**config.mk**
```make
export PLATFORM = sky130hd
export DESIGN_NAME = seg7_scan_alu
export DESIGN_NICKNAME = d
export VERILOG_FILES = /design/src/rtl/seg7_pkg.sv /design/src/rtl/seg7_hex_decoder.sv /design/src/rtl/seg7_scan_alu.sv
export SDC_FILE = /design/constraint.sdc
export NUM_CORES = 1
export LEC_CHECK = 0
export ABC_CLOCK_PERIOD_IN_PS = 3050
export CAP_MARGIN = 40
export CORE_ASPECT_RATIO = 1.4
export CORE_MARGIN = 4
export CORE_UTILIZATION = 45
export CTS_BUF_LIST = sky130_fd_sc_hd__clkbuf_16
export CTS_CLUSTER_DIAMETER = 100
export DETAILED_ROUTE_END_ITERATION = 8
export PLACE_DENSITY = 0.76
export SYNTH_ARGS = -nofsm -noshare
export SYNTH_HDL_FRONTEND = slang
export SYNTH_SLANG_ARGS = --single-unit
```
**constraint.sdc**
```tcl
create_clock -name clk -period 3.05 [get_ports clk]
set_input_delay 0.61 -clock clk [delete_from_list [all_inputs] [get_ports clk]]
set_output_delay 0.61 -clock clk [all_outputs]
set_load 0.02 [all_outputs]
```
**src/rtl/seg7_pkg.sv**
```systemverilog
// Shared definitions for the scanned 7-segment ALU display: result width,
// operation encodings and the hex-to-segment table.
package seg7_pkg;

  // Result width for a given operand width: wide enough for 16*Y+X and 8*X+Y.
  function automatic int ow_of(input int w);
    return 2 * w + 2;
  endfunction

  typedef enum logic [1:0] {
    SEL_X8_ADD_Y  = 2'b00,  // 8*X + Y
    SEL_Y16_ADD_X = 2'b01,  // 16*Y + X
    SEL_X_SHL_Y   = 2'b10,  // X << Y
    SEL_Y_SHR_X   = 2'b11   // Y >> X
  } sel_e;

  // Segment patterns {g,f,e,d,c,b,a}, 1 = lit, indexed by hex digit value.
  localparam logic [6:0] HEX_SEG [0:15] = '{
    7'b0111111, 7'b0000110, 7'b1011011, 7'b1001111,
    7'b1100110, 7'b1101101, 7'b1111101, 7'b0000111,
    7'b1111111, 7'b1101111, 7'b1110111, 7'b1111100,
    7'b0111001, 7'b1011110, 7'b1111001, 7'b1110001
  };

endpackage

```
**src/rtl/seg7_hex_decoder.sv**
```systemverilog
// Combinational hex digit to 7-segment pattern decoder.
module seg7_hex_decoder
  import seg7_pkg::*;
(
  input  logic [3:0] nib,
  output logic [6:0] seg
);

  // Table lookup of the segment pattern for one hex digit.
  always_comb begin
    seg = HEX_SEG[nib];
  end

endmodule

```
**src/rtl/seg7_scan_alu.sv**
```systemverilog
// Small registered ALU whose result is shown on a multiplexed 7-segment
// display, one digit per prescaler period, with optional leading-zero blanking.
module seg7_scan_alu
  import seg7_pkg::*;
#(
  parameter  int W    = 3,
  parameter  int NDIG = 8,
  parameter  int DIV  = 50000,
  localparam int OW   = ow_of(W)
) (
  input  logic            clk,
  input  logic            rst_n,
  input  logic [W-1:0]    X,
  input  logic [W-1:0]    Y,
  input  logic [1:0]      sel,
  input  logic            load,
  input  logic            blank_en,
  output logic [OW-1:0]   out,
  output logic            done,
  output logic [6:0]      DN0,
  output logic [NDIG-1:0] seg_en
);

  localparam int CW = (DIV > 1) ? $clog2(DIV) : 1;
  localparam int IW = (NDIG > 1) ? $clog2(NDIG) : 1;
  localparam logic [CW-1:0] CNT_MAX = CW'(DIV - 1);
  localparam logic [IW-1:0] IDX_MAX = IW'(NDIG - 1);

  logic [OW-1:0] out_q, out_d;
  logic          done_q, done_d;
  logic [CW-1:0] cnt_q, cnt_d;
  logic [IW-1:0] idx_q, idx_d;

  logic [OW-1:0] x_ext, y_ext, alu_res;
  logic [31:0]   shl_amt, shr_amt;
  logic          tick;

  // Operation result; operands are zero-extended to OW and out-of-range
  // shift amounts flush to zero rather than wrapping.
  always_comb begin
    x_ext   = OW'(X);
    y_ext   = OW'(Y);
    shl_amt = 32'(Y);
    shr_amt = 32'(X);
    alu_res = '0;
    case (sel_e'(sel))
      SEL_X8_ADD_Y:  alu_res = (x_ext << 3) + y_ext;
      SEL_Y16_ADD_X: alu_res = (y_ext << 4) + x_ext;
      SEL_X_SHL_Y:   alu_res = (shl_amt >= 32'(OW)) ? '0 : (x_ext << shl_amt);
      SEL_Y_SHR_X:   alu_res = (shr_amt >= 32'(OW)) ? '0 : (y_ext >> shr_amt);
      default:       alu_res = '0;
    endcase
  end

  // Next-state: capture on load, refresh prescaler, digit index advance on tick.
  always_comb begin
    tick   = (cnt_q == CNT_MAX);
    out_d  = load ? alu_res : out_q;
    done_d = load;
    cnt_d  = tick ? '0 : cnt_q + 1'b1;
    idx_d  = idx_q;
    if (tick) begin
      idx_d = (idx_q == IDX_MAX) ? '0 : idx_q + 1'b1;
    end
  end

  // State registers with immediate clear on reset.
  always_ff @(posedge clk or negedge rst_n) begin
    if (!rst_n) begin
      out_q  <= '0;
      done_q <= 1'b0;
      cnt_q  <= '0;
      idx_q  <= '0;
    end else begin
      out_q  <= out_d;
      done_q <= done_d;
      cnt_q  <= cnt_d;
      idx_q  <= idx_d;
    end
  end

  assign out  = out_q;
  assign done = done_q;

  // Display side: split the zero-padded result into nibbles and flag, per
  // digit, whether that nibble or any more significant one is non-zero.
  logic [4*NDIG-1:0] out_pad;
  logic [3:0]        nib [NDIG];
  logic [NDIG-1:0]   any_hi;

  assign out_pad = (4*NDIG)'(out_q);

  for (genvar gi = 0; gi < NDIG; gi++) begin : g_nib
    assign nib[gi]    = out_pad[4*gi +: 4];
    assign any_hi[gi] = |out_pad[4*NDIG-1 : 4*gi];
  end

  logic [3:0] nib_sel;
  logic [6:0] seg_dec;
  logic       blanked;

  assign nib_sel = nib[idx_q];

  seg7_hex_decoder u_dec (
    .nib (nib_sel),
    .seg (seg_dec)
  );

  // Digit drive: one-hot enable and decoded pattern, both suppressed when the
  // current digit is a leading zero (digit 0 always shown).
  always_comb begin
    blanked = blank_en && (idx_q != '0) && !any_hi[idx_q];
    seg_en  = blanked ? '0 : (NDIG'(1) << idx_q);
    DN0     = blanked ? 7'b0 : seg_dec;
  end

endmodule

```
==> After elaboration in Yosys (flattened, before gate mapping) <==
Memories as Yosys holds them, arrays and structs flattened.
Cells that the tools add are included.
{ "classes": {"reduce_logical": 7, "shifts": 3, "eq_ne": 5, "mux": 12, "order_cmp": 3, "addsub": 4, "bitwise_logic": 2} }
{ "op_table": {"columns": ["cell", "n"], "rows": [
  ["8-bit one-hot mux with 4 select lines", 1],
  ["7-bit two-way mux", 3],
  ["16-bit by 1-bit adder with 16-bit output, second input constant", 1],
  ["16-bit equality test, second input constant", 1],
  ["16-bit two-way mux", 1],
  ["4-bit binary-select mux with 3-bit select", 1],
  ["7-bit by 3-bit adder with 8-bit output", 1],
  ["4-bit two-way mux", 2],
  ["8-bit two-way mux", 1],
  ["8-bit OR reduction", 1],
  ["1-bit by 3-bit << shifter with 8-bit output, first input constant", 1],
  ["3-bit by 3-bit << shifter with 8-bit output", 1],
  ["3-bit by 3-bit >> shifter with 8-bit output", 1],
  ["6-bit by 3-bit adder with 7-bit output", 1],
  ["5-bit greater-or-equal comparator, second input constant", 1],
  ["4-bit NOT with 5-bit output", 1],
  ["2-bit equality test, second input constant", 2],
  ["4-bit greater-or-equal comparator, second input constant", 1],
  ["3-bit by 4-bit less-than comparator with 1-bit output, second input constant", 1],
  ["3-bit NOT with 4-bit output", 1],
  ["4-bit OR reduction", 1],
  ["3-bit by 1-bit adder with 3-bit output, second input constant", 1],
  ["1-bit binary-select mux with 3-bit select", 1],
  ["3-bit equality test, second input constant", 1],
  ["other kinds (7)", 8]
]} }
{ "totals": {"romBits": 112, "output_inout_bits": 24, "inputBits": 12, "reg_bits": 28, "n_memories": 1, "elab_cells": 41} }
{ "mem_list": {"columns": ["name", "words", "width", "rd", "rd_clocked_by_memory_dff", "wr", "line_no", "source"], "rows": [
  ["(no name shown)", 16, 7, 1, 0, 0, "seg7_hex_decoder.sv:11", "seg = HEX_SEG[nib];"]
]} }

==> Longest topological paths before layout <==
{ "depth": {"word_depth": 9, "mapped_depth": 9, "ltp_nobuf": 8} }

==> Cells and area by module <==
Synthesis repeated with hierarchy kept, for this count alone.
{ "hier_totals": {"hier_cells": 234, "hier_area_um2": 2118.3} }
{ "modules_own_cells": {"columns": ["mod", "instances", "seq_area_each_um2", "cells_per_inst", "area_each_um2"], "rows": [
  ["seg7_scan_alu", 1, 700.7, 201, 1828.0],
  ["seg7_hex_decoder", 1, 0.0, 33, 290.3]
]} }

==> Worst setup path after synthesis <==
No wires, ideal clock.
{ "synth_timing": {"kind": "flip-flop to output port", "from": "register idx_q[0]", "to": "output port DN0[5]", "setup_slack_ps": 266, "n_path_buf": 1, "path_stages_with_launch": 9, "required_ps": 2440, "arrival_ps": 2174, "cell_sequence": "dfrtp_1 -> buf_2 -> mux2_2 -> nand2_1 -> inv_1 -> ha_1 -> nor3_1 -> a21oi_1 -> a221oi_1"} }
{ "synth_via": {"elab_chain_len": 9, "word_cells_on_any_way": 15, "cone_classes": "mux: 8; bitwise: 2; reduce/logical: 4; memory: 1"} }
{ "synth_lines": {"columns": ["item", "line_no", "source"], "rows": [
  ["start: declaration", "seg7_scan_alu.sv:32", "logic [IW-1:0] idx_q, idx_d;"],
  ["start signal: assignment", "seg7_scan_alu.sv:78", "idx_q <= idx_d;"],
  ["3-bit NOT with 4-bit output (implied by the code)", "seg7_scan_alu.sv:102", "assign nib_sel = nib[idx_q];"],
  ["4-bit binary-select mux with 3-bit select", "seg7_scan_alu.sv:102", null],
  ["4-bit two-way mux (implied by the code) (2 in a row)", "seg7_scan_alu.sv:102", null],
  ["4-bit NOT with 5-bit output (implied by the code)", "seg7_hex_decoder.sv:11", null],
  ["memory read 16 x 7 bit", null, null],
  ["7-bit two-way mux (implied by the code) (2 in a row)", "seg7_hex_decoder.sv:11", null],
  ["7-bit two-way mux (*)", "seg7_scan_alu.sv:114", "DN0 = blanked ? 7'b0 : seg_dec;"],
  ["end: declaration", "seg7_scan_alu.sv:20", "output logic [6:0] DN0,"]
]} }
Mark *: on every way between the ends. The rest lies on a longest branch, timed or not. The select of a mux whose other input is x is not followed.

==> Worst setup path after layout <==
{ "layout_timing": {"from": "register idx_q[0]", "to": "output port DN0[0]"} }
Same word-level chain as after synthesis.

==> results_dict.tcl <==
set metrics [dict create \
    synth_edf_count 0 \
    syn2layout_area_growth_pct 27.39 \
    ys.flop_type "dfrtp_1" \
    ys_ff_latch 28 \
    required_ps 2440 \
    cap_violations 0 \
    multi_input_area_um2 1222 \
    grt_overflow 0 \
    grt_pass1_wl_mm 7.072 \
    synthCells 233 \
    final_nets 297 \
    regArea_um2 700.7 \
    grt_max_degree 29 \
    fin_crit_sh_pct 94.89 \
    ys_async_sr_fraction_pct 100.0 \
    finalSetupViolCount 0 \
    rows 28 \
    preCtsSetupSlack_ps 92.31 \
    clkPwrFrac_pct 37.3 \
    crit_arrival_ps 2280 \
    clkTransAtPathRegs_ps 60 \
    drive_above_1_share_pct 10.33 \
    fp.dieArea_um2 5638 \
    p_sw_share_pct 25.75 \
    path_buf_inv 2 \
    start_util_pct 47.25 \
    finalMaxSlewViolations 0 \
    cpLargestDelayFamily "buffers and inverters" \
    crit_path_max_incr_delay_ps 430 \
    synth_area_leaders "dfrtp_1 (35%), ha_1 (8.1%), nor2_1 (5.8%)" \
    worstPathCellList "buf_4 > mux2_2 > or3_1 > or2_0 > a31oi_1 > dlygate4sd2_1" \
    end_kind "primary output" \
    cts_hold_buf 0 \
    hold_violations 0 \
    h-tree-depth 1 \
    syn_nets 258 \
    n_fill_cell 377 \
    reg2reg_from "cnt_q[10]$_DFF_PN0_" \
    yosysTopAreaCell "dfrtp_1" \
    io_buffers 35 \
    hold_class "register to register" \
    cp.depth 6 \
    dr.pass1.iters 5 \
    finalClockSkew_ps 3.004 \
    totalWireLength_mm 4.166 \
    synth_top_area_share_pct 34.70 \
    rsz0062_at_grt "no" \
    wl_per_cell_um 12.59 \
    worst_slew_pin_slew_ps 508.6 \
    vias 1762 \
    cp-start-kind "register" \
    synthTopCellsByCount "nor2_1 (31), dfrtp_1 (28), inv_1 (15)" \
    synth_area_um2 2019 \
    post-route-drc-count 0 \
    clock_latency_ps 260 \
    intPower_uw 748.9 \
    switchingPower_uw 259.8 \
    clock-sinks 28 \
    fmax_mhz 345.5 \
    path_class "register to primary output" \
    die_w_um 64.62 \
    cts_max_path_buffers 2 \
    power.leakage_uw 0.001131 \
    outcome "completed" \
    cp_max_fo 8 \
    grt_pass1_vias 1635 \
    combPwrFrac_pct 23.8 \
    numCtsBuffers 3 \
    gp_congestion 0.8565 \
    synth_most_common_cell "nor2_1" \
    synth_cell_types 39 \
    relSlewSlack_pct 65.99 \
    io_pins 36 \
    setup_ws_ps 155.8 \
    fp.dieH_um 87.26 \
    cp_slowest_cell "dfrtp_1" \
    core_area_um2 4274 \
    cts_tree "yes" \
    cellPowerDensity_nw_per_um2 392.1 \
    timing.setup.tns_ps 0 \
    endpoint "DN0[0]" \
    grt_usage_pct 15.32 \
    antenna_found_initial 0 \
    startpoint "idx_q[0]$_DFFE_PN0N_" \
    stdcell_count 331 \
    worstHoldPathCells 1 \
    ff2ff_path_depth 4 \
    sequentialPowerShare_pct 39.0 \
    vias_per_cell 5.323 \
    whs_ps 492.8 \
    antenna_left 0 \
    drt_iter0_drc 108 \
    cts_root_buffer "clkbuf_16" \
    hpwlAfterDp_mm 3.252 \
    syn_avg_cell_area_um2 8.667 \
    ys_seq_area_share_pct 34.70 \
    place_inst 326 \
    worst-r2r-setup-slack_ps 1130 \
    synth_warnings 0 \
    antenna_cells 0 \
    vdd.ir_drop.worst_uv 227.6 \
    period_needed_ps 2894 \
    rr_endpoint "idx_q[0]$_DFFE_PN0N_" \
]
[stage by stage]
step / power, µW / area [µm²] / utilization, %
after floorplan: 542.1 / 2019 / -
after global placement: 649.0 / 2459 / 57.52
after detailed placement: 650.7 / 2459 / 57.52
after CTS: 1020 / 2567 / 60.07
after global routing: 1060 / 2572 / 60.19
final: 1009 / 2572 / 60.19
[worst min-delay path by stage]
stage | endpoint | from
after floorplan | cnt_q[0]$_DFF_PN0_ | rst_n
after global placement | cnt_q[0]$_DFF_PN0_ | cnt_q[0]$_DFF_PN0_
after detailed placement | cnt_q[0]$_DFF_PN0_ | cnt_q[0]$_DFF_PN0_
after CTS | cnt_q[0]$_DFF_PN0_ | cnt_q[0]$_DFF_PN0_
after global routing | cnt_q[7]$_DFF_PN0_ | cnt_q[7]$_DFF_PN0_
final | cnt_q[0]$_DFF_PN0_ | cnt_q[0]$_DFF_PN0_
[power groups by stage]
stage / logic (µW) / clock network [µW] / registers, µW
after floorplan: 130 / 0 / 412
after global placement: 249 / 0 / 400
after detailed placement: 251 / 0 / 400
after CTS: 242 / 384 / 393
after global routing: 263 / 402 / 395
final: 240 / 376 / 393
[registers in the layout, summed over array words and instances (netlist names)]
| register | cells |
|---|---|
| cnt_q | 16 |
| out | 8 |
| done | 1 |
| idx_q | 3 |
[final cells by class]
class	instances	area share [%]
clock buffer	3	2.918
clock inverter	1	1.167
inverter	15	2.189
multi-input combinational	179	47.52
sequential	28	27.24
tap	60	2.918
timing repair buffer	45	16.05
[routing by layer]
metal	GRT usage [%]	up-vias	wire length, µm	share of wire [%]
li1	-	902	-	-
met1	18.99	813	1873	45
met2	28.20	41	2089	50
met3	0.3876	6	148	3.6
met4	5.577	0	54	1.3
met5	0	-	0	0
[cells in the final DEF, fill, tap and decap left out, types with 7 or more instances in the layout]
master,n
ha_1,13
buf_4,10
mux2i_1,8
nand3_1,13
nor2_1,31
a21oi_1,11
xnor2_1,9
o21ai_0,10
nand2_1,11
nor2b_1,7
dfrtp_1,28
clkdlybuf4s50_1,28
inv_1,15
[kinds of logic (layout without fill, tap and decap cells)]
logic type | after synthesis | in the layout | share of synthesized area [%]
xor gates and xnor gates | 14 | 14 | 6.072
DFF | 28 | 28 | 34.70
buffers and inverters | 26 | 64 | 5.452
AOI/OAI and AO/OA | 39 | 39 | 11.96
muxes | 14 | 14 | 7.249
adders and majority gates | 13 | 13 | 8.055
and+or+nand+nor | 99 | 99 | 26.52
[what timing repair did]
action                                  in CTS  in global routing
setup buffers                                0                  1
endpoints found under the hold margin        0                  0
pin swaps                                    0                  1
gates resized for setup                      8                  8
endpoints found under the setup margin      11                  7
(Power assumes the default switching activity.)
